**config.mk**
```make
export PLATFORM = sky130hd
export DESIGN_NAME = obi_multi_gnt_stall
export DESIGN_NICKNAME = d
export VERILOG_FILES = /design/src/rtl/obi_stall_pkg.sv /design/src/rtl/obi_stall_lfsr.sv /design/src/rtl/obi_multi_gnt_stall.sv
export SDC_FILE = /design/constraint.sdc
export NUM_CORES = 1
export LEC_CHECK = 0
export BUFFER_PORTS_ARGS = -buffer_cell sky130_fd_sc_hd__buf_2
export CAP_MARGIN = 10
export CORE_MARGIN = 1
export CORE_UTILIZATION = 55
export CTS_CLUSTER_DIAMETER = 120
export CTS_CLUSTER_SIZE = 24
export DETAILED_ROUTE_END_ITERATION = 8
export PLACE_DENSITY = 0.8
export REMOVE_ABC_BUFFERS = 1
export SYNTH_ARGS = -nofsm -noshare
export SYNTH_HDL_FRONTEND = slang
export SYNTH_SLANG_ARGS = --single-unit
```
**constraint.sdc**
```tcl
create_clock -name clk_i -period 2.95 [get_ports clk_i]
set_input_delay 0.59 -clock clk_i [delete_from_list [all_inputs] [get_ports clk_i]]
set_output_delay 0.59 -clock clk_i [all_outputs]
set_load 0.1 [all_outputs]
```
**src/rtl/obi_stall_pkg.sv**
```systemverilog
// -----------------------------------------------------------------------------
// obi_stall_pkg
// Shared types and constants for the OBI grant-stall injector.
//   stall_mode_e : per-channel stall mode (NONE, STANDARD, RANDOM, RSVD)
//   ch_state_e   : per-channel handshake FSM state (IDLE, STALL, OPEN)
//   LFSR_TAPS    : Galois toggle mask for x^32 + x^22 + x^2 + x + 1
//   LFSR_DEFAULT_SEED : base seed; channel c is seeded with seed ^ c
// -----------------------------------------------------------------------------
package obi_stall_pkg;

    typedef enum logic [1:0] {
        NONE     = 2'b00,
        STANDARD = 2'b01,
        RANDOM   = 2'b10,
        RSVD     = 2'b11
    } stall_mode_e;

    typedef enum logic [1:0] {
        IDLE  = 2'b00,
        STALL = 2'b01,
        OPEN  = 2'b10
    } ch_state_e;

    localparam logic [31:0] LFSR_TAPS         = 32'h8020_0003;
    localparam logic [31:0] LFSR_DEFAULT_SEED = 32'hACE1_2468;

    // One right-shifting Galois step: the bit shifted out toggles the taps.
    function automatic logic [31:0] lfsr_next(input logic [31:0] s);
        return s[0] ? ((s >> 1) ^ LFSR_TAPS) : (s >> 1);
    endfunction

endpackage

```
**src/rtl/obi_stall_lfsr.sv**
```systemverilog
// -----------------------------------------------------------------------------
// obi_stall_lfsr
// 32-bit Galois LFSR (taps 32,22,2,1) that advances one step per enabled cycle.
// Ports:
//   clk_i   : clock
//   rst_ni  : asynchronous active-low reset, loads SEED
//   en_i    : advance the sequence this cycle
//   state_o : current 32-bit LFSR state
// -----------------------------------------------------------------------------
module obi_stall_lfsr
    import obi_stall_pkg::*;
#(
    parameter logic [31:0] SEED = LFSR_DEFAULT_SEED
) (
    input  logic        clk_i,
    input  logic        rst_ni,
    input  logic        en_i,
    output logic [31:0] state_o
);

    logic [31:0] state_q, state_d;

    always_comb begin
        state_d = en_i ? lfsr_next(state_q) : state_q;
    end

    // NOTE: sequential state is written with non-blocking assignments so every
    // flop samples the pre-edge value of every other flop.
    always_ff @(posedge clk_i or negedge rst_ni) begin
        if (!rst_ni) begin
            state_q <= SEED;
        end else begin
            state_q <= state_d;
        end
    end

    assign state_o = state_q;

endmodule

```
**src/rtl/obi_multi_gnt_stall.sv**
```systemverilog
// -----------------------------------------------------------------------------
// obi_multi_gnt_stall
// Delays the OBI grant of N_CH independent request channels by a programmable
// (fixed or pseudo-random) number of cycles, and counts stalled cycles.
// Optional feature macro: OBI_STALL_RANDOM_EN -- when defined, each channel
// gets its own LFSR and RANDOM mode draws a delay in 0..max_stall; when not
// defined, no LFSR exists and RANDOM mode behaves like NONE (delay 0).
// Ports:
//   clk_i, rst_ni   : clock, asynchronous active-low reset
//   req_core_i      : [N_CH] core requests
//   req_mem_o       : [N_CH] requests forwarded to memory once the stall ends
//   gnt_mem_i       : [N_CH] memory grants
//   gnt_core_o      : [N_CH] grants returned to the core
//   en_stall_i      : global stall enable
//   stall_mode_i    : [2*N_CH] per-channel stall_mode_e
//   fixed_stall_i   : [CNT_W*N_CH] STANDARD delay per channel
//   max_stall_i     : [CNT_W*N_CH] RANDOM upper bound per channel
//   clr_i           : clear stall counters (dominates increment)
//   stall_o         : [N_CH] request pending and not granted this cycle
//   stall_cnt_o     : [16*N_CH] saturating stalled-cycle counters
// -----------------------------------------------------------------------------
module obi_multi_gnt_stall
    import obi_stall_pkg::*;
#(
    parameter int unsigned N_CH      = 2,
    parameter int unsigned CNT_W     = 8,
    parameter logic [31:0] LFSR_SEED = LFSR_DEFAULT_SEED
) (
    input  logic                  clk_i,
    input  logic                  rst_ni,
    input  logic [N_CH-1:0]       req_core_i,
    output logic [N_CH-1:0]       req_mem_o,
    input  logic [N_CH-1:0]       gnt_mem_i,
    output logic [N_CH-1:0]       gnt_core_o,
    input  logic                  en_stall_i,
    input  logic [2*N_CH-1:0]     stall_mode_i,
    input  logic [CNT_W*N_CH-1:0] fixed_stall_i,
    input  logic [CNT_W*N_CH-1:0] max_stall_i,
    input  logic                  clr_i,
    output logic [N_CH-1:0]       stall_o,
    output logic [16*N_CH-1:0]    stall_cnt_o
);

`ifndef OBI_STALL_RANDOM_EN
    // The RANDOM bound has no consumer when the LFSRs are compiled out.
    logic max_stall_unused;
    assign max_stall_unused = ^max_stall_i;
`endif

    for (genvar c = 0; c < N_CH; c++) begin : g_ch

        stall_mode_e      mode;
        ch_state_e        state_q, state_d;
        logic [CNT_W-1:0] cnt_q, cnt_d;
        logic [CNT_W-1:0] delay, rnd_delay;
        logic [15:0]      scnt_q, scnt_d;
        logic             req, gnt_mem, open, gnt, stall;

        assign req     = req_core_i[c];
        assign gnt_mem = gnt_mem_i[c];
        assign mode    = stall_mode_e'(stall_mode_i[2*c +: 2]);

`ifdef OBI_STALL_RANDOM_EN
        logic [31:0]  lfsr_state;
        logic [CNT_W:0] max_p1;
        logic         lfsr_unused;

        // Advances once per request seen in IDLE, i.e. once per delay draw.
        obi_stall_lfsr #(
            .SEED (LFSR_SEED ^ 32'(c))
        ) u_lfsr (
            .clk_i   (clk_i),
            .rst_ni  (rst_ni),
            .en_i    (req && (state_q == IDLE)),
            .state_o (lfsr_state)
        );

        // The extra bit keeps max_stall+1 from wrapping to 0 at the top value.
        assign max_p1      = {1'b0, max_stall_i[CNT_W*c +: CNT_W]} + {{CNT_W{1'b0}}, 1'b1};
        assign rnd_delay   = CNT_W'({1'b0, lfsr_state[CNT_W-1:0]} % max_p1);
        assign lfsr_unused = ^lfsr_state[31:CNT_W];
`else
        assign rnd_delay = '0;
`endif

        // Delay for a new transaction; only consumed in IDLE, so mode and
        // limit changes during STALL/OPEN have no effect.
        always_comb begin
            delay = '0;
            if (en_stall_i) begin
                case (mode)
                    STANDARD: delay = fixed_stall_i[CNT_W*c +: CNT_W];
                    RANDOM:   delay = rnd_delay;
                    default:  delay = '0;
                endcase
            end
        end

        // NOTE: every variable written here gets a default first, so no path
        // leaves a value unassigned and no latch is inferred.
        always_comb begin
            state_d = state_q;
            cnt_d   = cnt_q;
            open    = 1'b0;
            case (state_q)
                IDLE: begin
                    if (req) begin
                        if (delay == '0) begin
                            // Zero delay is pure pass-through in the same cycle.
                            open    = 1'b1;
                            state_d = gnt_mem ? IDLE : OPEN;
                        end else if (delay == CNT_W'(1)) begin
                            state_d = OPEN;
                        end else begin
                            // This cycle counts as the first of the d stall cycles.
                            state_d = STALL;
                            cnt_d   = delay - CNT_W'(1);
                        end
                    end
                end
                STALL: begin
                    if (!req) begin
                        state_d = IDLE;
                        cnt_d   = '0;
                    end else if (cnt_q == CNT_W'(1)) begin
                        state_d = OPEN;
                        cnt_d   = '0;
                    end else begin
                        cnt_d = cnt_q - CNT_W'(1);
                    end
                end
                OPEN: begin
                    open = 1'b1;
                    if (!req || gnt_mem) begin
                        state_d = IDLE;
                    end
                end
                default: begin
                    state_d = IDLE;
                    cnt_d   = '0;
                end
            endcase
        end

        // Outputs are gated by reset so nothing leaks through while rst_ni is low.
        assign gnt   = rst_ni & req & open & gnt_mem;
        assign stall = rst_ni & req & ~gnt;

        always_comb begin
            scnt_d = scnt_q;
            if (clr_i) begin
                scnt_d = '0;
            end else if (stall && (scnt_q != 16'hFFFF)) begin
                scnt_d = scnt_q + 16'd1;
            end
        end

        always_ff @(posedge clk_i or negedge rst_ni) begin
            if (!rst_ni) begin
                state_q <= IDLE;
                cnt_q   <= '0;
                scnt_q  <= '0;
            end else begin
                state_q <= state_d;
                cnt_q   <= cnt_d;
                scnt_q  <= scnt_d;
            end
        end

        assign req_mem_o[c]            = rst_ni & req & open;
        assign gnt_core_o[c]           = gnt;
        assign stall_o[c]              = stall;
        assign stall_cnt_o[16*c +: 16] = scnt_q;

    end

endmodule

```
==> flow_summary.ini, run 1 <==
[finish]
final_common_cell = buf_2
drive_gt1_frac = 0.221
area_growth_pct = 17.3
final_area_um2 = 4330
num_antenna_cells = 0
mostFrequentLayoutCells = buf_2 (59), dfrtp_1 (52), a21oi_1 (43)
fin_nets = 558

[setup_path]
critPathCaptureType = output port
critPathKind = primary input to output port
crit_chain = buf_2 -> and3b_1 -> nand2_1 -> ha_1 -> or2_2 -> a31oi_4 -> nor2_1 -> inv_1 -> buf_12
worstPathMaxFanout = 4
required_ns = 2.36
rrSetupSlack_ns = 0.69
critical-path-max-stage-delay_ns = 0.31
worstReg2RegStart = g_ch[0].state_q[1]
worst_r2r_endpoint = g_ch[0].scnt_q[8]
crit_slowest_cell = or2_2
reg2regPathDepth = 6
cp.arrival_ns = 2.21
cp-start-kind = primary input

[drt]
drc = 4
wire_per_inst_um = 15.5
vias = 3678
drtPass1Iterations = 6
vias_per_cell = 6.34
drtIter0Drc = 241
ant_nets = 0
wl_um = 9000

[status]
outcome = finished with violations
violations = DRC

[floorplan]
core_um2 = 6420
die_h_um = 83.9
die_w_um = 83.9
start_util = 0.575
ios = 82
rows = 29
dieArea_um2 = 7040

[cts]
cts.sink_count = 52
clockBufferDepth = 2
cts_buffers = 5
insertion_delay_ns = 0.31
clkTransAtPathRegs_ns = 0.10
cts_root_buf = clkbuf_8
cts_tree = done
cts_max_level = 2

[power]
vdd_drop_max_mv = 0.256
leakage_nw = 1.86
p_per_area_nw_per_um2 = 474
total_power_mw = 2.05

[sta]
skew_ns = 0.00546
setup_ws_ns = 0.151
maxSlewHeadroom = 0.526
fmax_mhz = 357
hold_violations = 0
fin_crit_sh = 0.949
worst_hold_slack_ns = 0.157
rsz0062_at_grt = no
setup_viol = 0
drv_slew = 0
fin_crit_ns = 2.80
worstMarginPinSlew_ns = 0.708

[synthesis]
synthFlopType = dfrtp_1
seq_area_frac_synth = 0.353
avgSynthCellArea_um2 = 8.47
ys_top_cells_by_area = dfrtp_1 (35%), a21oi_1 (5.8%), o21ai_0 (4.3%), ha_1 (4.1%), o31ai_1 (3.3%)
yosys.area.top_type_share = 0.353
synth_seq_cells = 52
syn_inst = 436
synth_area_leader_cell = dfrtp_1
async_flop_share = 1.00
synth-edff-count = 0
yosys_warnings = 0
syn_area_um2 = 3690
synth.distinct_cells = 65

[placement]
dp_hpwl_um = 6590
globalplace.congestion = 0.904
placed_cell_area_um2 = 4200
place_ws_ns = 0.00514
io_buffers = 65

[run]
cap_viol_max_count = 0

[grt]
grt_usage = 0.257
grt_antenna_before_repair = 0
grt_max_degree = 35
grt_pass1_wl_um = 15100
grt-ovfl-total = 0
grt_pass1_vias = 3397

[hold_path]
hold_class = primary input to asynchronous set/reset pin
==> area by class of cell <==
cell class | instances | area, µm²
Clock inverter | 3 | 42.5
Inverter | 22 | 82.6
Clock buffer | 5 | 68.8
Fill cell | 520 | 2090
Timing Repair Buffer | 81 | 548
Multi-Input combinational cell | 340 | 2190
Sequential cell | 52 | 1300
Tap cell | 77 | 96.3
==> per-stage QoR <==
| stage | setup TNS, ns | util | instances |
|---|---|---|---|
| after global placement | 0 | 0.654 | 571 |
| after CTS | 0 | 0.672 | 579 |
| after floorplan | -5.99 | - | 414 |
| final | 0 | 0.674 | 580 |
| after global routing | 0 | 0.674 | 580 |
| after detailed placement | 0 | 0.654 | 571 |
==> per-layer routing <==
metal | vias to the layer above | track usage | wire, µm
li1 | 1811 | - | -
met1 | 1781 | 0.350 | 4190
met4 | 0 | 0.0643 | 91
met3 | 10 | 0.0376 | 315
met5 | - | 0 | 0
met2 | 76 | 0.431 | 4390
==> power breakdown <==
part | leakage [nW] | switching, mW | total [mW] | internal, mW
logic | 1.11 | 0.384 | 0.621 | 0.237
registers | 0.695 | 0.111 | 0.927 | 0.816
clock network | 0.0541 | 0.253 | 0.505 | 0.252
total | 1.86 | 0.748 | 2.05 | 1.31
==> sequential cells by signal, summed over array words and instances, names as in the netlist <==
signal / flops
g_ch.cnt_q: 16
g_ch.scnt_q: 32
g_ch.state_q: 4
==> logic make-up (layout without fill, tap and decap cells) <==
family,count (synthesis),count (layout),synth area share
flops,52,52,0.353
mux,2,2,0.00576
fa+ha+maj,12,12,0.0407
simple gates,168,168,0.261
buf+inv,44,111,0.0563
xor+xnor,6,6,0.0142
compound gates,152,152,0.269
==> synthesized netlist by cell type (4+ instances only) <==
master / number
nand4_1: 8
clkbuf_1: 9
nor4_1: 5
o31ai_1: 16
xnor2_1: 4
or2_2: 6
nand3_1: 12
and4_1: 6
inv_1: 22
ha_1: 12
a21oi_1: 43
buf_4: 6
nand2_1: 31
nor3_1: 13
or4_1: 15
o21ai_0: 32
a31oi_1: 8
nor2_1: 27
a22o_1: 4
nor2b_1: 5
a31o_2: 5
nand3b_1: 7
dfrtp_1: 52
buf_2: 4
o22ai_1: 9
or3_1: 12
a211oi_1: 4
==> critical path, delay by kind of cell <==
kind | cells | cell delay, ns
compound gates | 1 | 0.21
buf+inv | 3 | 0.43
simple gates | 4 | 0.74
fa+ha+maj | 1 | 0.23
==> timing repair <==
item	CTS	global route
resized for setup	0	1
hold buffers	0	0
buffers inserted	0	1
endpoints found under the hold margin	0	0
endpoints found under the setup margin	0	1
==> worst max path at each step <==
stage / from / endpoint / depth (start not counted)
after global routing: en_stall_i / stall_o[0] / 9
after CTS: en_stall_i / stall_o[0] / 9
after global placement: en_stall_i / stall_o[0] / 9
after detailed placement: en_stall_i / g_ch[0].scnt_q[8] / 10
after floorplan: en_stall_i / gnt_core_o[0] / 6
final: en_stall_i / stall_o[0] / 9
No activity file was read; power rests on OpenSTA's default activity.
==> run 2: changes to the inputs <==
- PLACE_DENSITY: 0.8 -> 0.87
==> run 2 against run 1 <==
The flow still finishes with violations (DRC); critical path type unchanged; critical path depth did not move; count of clock-buffer cells in the layout did not move; sequential power rose by 0.9%; sequential cell count did not move; final cell count did not move.
==> flow_summary.ini, run 2 (synthesis results as in run 1) <==
[status]
outcome = finished with violations
violations = DRC

[cts]
cts_tree = done
cts_max_level = 2
clkTransAtPathRegs_ns = 0.10
cts.sink_count = 52
insertion_delay_ns = 0.31
cts_buffers = 5
clockBufferDepth = 2
cts_root_buf = clkbuf_8
postCtsSetupRepairBufs = 0

[floorplan]
ios = 82
die_h_um = 83.9
start_util = 0.575
dieArea_um2 = 7040
die_w_um = 83.9
rows = 29
core_um2 = 6420

[finish]
multiInputGateArea_um2 = 2190
largest_reg_flops = 32
top_register = g_ch.scnt_q
fillers = 520
mostFrequentLayoutCells = buf_2 (59), dfrtp_1 (52), a21oi_1 (43)
num_antenna_cells = 0
top_regs = g_ch.scnt_q (32), g_ch.cnt_q (16), g_ch.state_q (4)
final_area_um2 = 4300
drive_gt1_frac = 0.223
fin_nets = 558
area_growth_pct = 16.5
final_common_cell = buf_2
stdcell_count = 580
fin_util = 0.669
regArea_um2 = 1300

[sta]
drv_slew = 0
setup_viol = 0
skew_ns = 0.00520
timing.setup.tns_ns = 0
maxSlewHeadroom = 0.447
fmax_mhz = 350
worst_hold_slack_ns = 0.128
fin_crit_ns = 2.86
fin_crit_sh = 0.970
hold_violations = 0
worstMarginPinSlew_ns = 0.825

[drt]
vias = 3815
ant_nets = 0
wire_per_inst_um = 16.2
drc = 4
wl_um = 9380
drtPass1Iterations = 8
vias_per_cell = 6.58
drtIter0Drc = 395

[placement]
io_buffers = 65
globalplace.congestion = 0.901
dp_cells = 572
placed_cell_area_um2 = 4200
dp_hpwl_um = 6930

[power]
p_per_area_nw_per_um2 = 467
leakage_nw = 1.85
vdd_drop_max_mv = 0.327

[run]
cap_viol_max_count = 0

[grt]
grt_pass1_wl_um = 15900
grt_usage = 0.273
grt_max_degree = 35
grt_pass1_vias = 3527
grt_antenna_before_repair = 0
grt-ovfl-total = 0

[setup_path]
critPathKind = primary input to output port
required_ns = 2.36
cpLargestDelayFamily = simple AND/OR/NAND/NOR gates
crit_chain = buf_2 -> and3b_2 -> nand2_1 -> ha_1 -> or2_2 -> a31oi_4 -> nor2_1 -> inv_1 -> buf_12
cp.buffers_inverters = 3
critPathCaptureType = output port
crit_slowest_cell = or2_2
worstPathMaxFanout = 4
cp.arrival_ns = 2.27
cp-start-kind = primary input
critical-path-max-stage-delay_ns = 0.31

[hold_path]
hold_class = primary input to asynchronous set/reset pin
==> run 2: cell count changes in the layout (fill, tap and decap cells not counted) <==
cell        change
and3b_1         -1
and3b_2         +1
buf_12          -1
buf_4           +1
bufinv_16       -1
clkinv_4        +1
clkinvlp_4      -1
inv_6           +1
==> run 2: path summary, 6_finish.rpt <==
check | endpoint | startpoint | slack [ns] | cells past startpoint
setup / recovery | stall_o[0] | stall_mode_i[1] | 0.09 | 9
hold reg to reg | g_ch[0].cnt_q[1] | g_ch[0].cnt_q[1] | 0.54 | 2
max in group asynchronous | g_ch[1].cnt_q[7] | rst_ni | 2.24 | 2
setup reg to reg | g_ch[0].scnt_q[1] | g_ch[0].scnt_q[1] | 0.53 | 7
min in group clk_i | g_ch[0].cnt_q[1] | g_ch[0].cnt_q[1] | 0.54 | 2
hold / removal | g_ch[1].cnt_q[3] | rst_ni | 0.13 | 1
==> run 2: per-stage QoR <==
step / total power [mW] / setup WS, ns
finish: 2.01 / 0.0889
global placement: 1.53 / 0.0406
global route: 2.12 / -0.0102
detailed placement: 1.57 / -0.0266
floorplan: 1.34 / -1.94
CTS: 2.00 / 0.0155
==> run 2: layer usage <==
layer / GRT usage / vias up / part of all wire
met4: 0.0690 / 0 / 0.013
met5: 0 / - / 0
met1: 0.361 / 1829 / 0.42
li1: - / 1804 / -
met2: 0.466 / 162 / 0.50
met3: 0.0445 / 20 / 0.067
==> run 2: cell type report <==
type	instances	area share
Clock buffer	5	0.0160
Clock inverter	3	0.00524
Inverter	22	0.0192
Multi-Input combinational cell	340	0.510
Sequential cell	52	0.303
Tap cell	77	0.0224
Timing Repair Buffer	81	0.125
==> run 2: where the power goes <==
part           switching [mW]  internal, mW  total, mW
Sequential              0.119         0.816      0.935
Clock                   0.254         0.171      0.424
Combinational           0.411         0.239      0.650
Total                   0.783          1.23       2.01
==> run 2: timing repair <==
action,CTS,global route
resized for setup,0,2
endpoints found under the setup margin,0,1
hold buffers,0,0
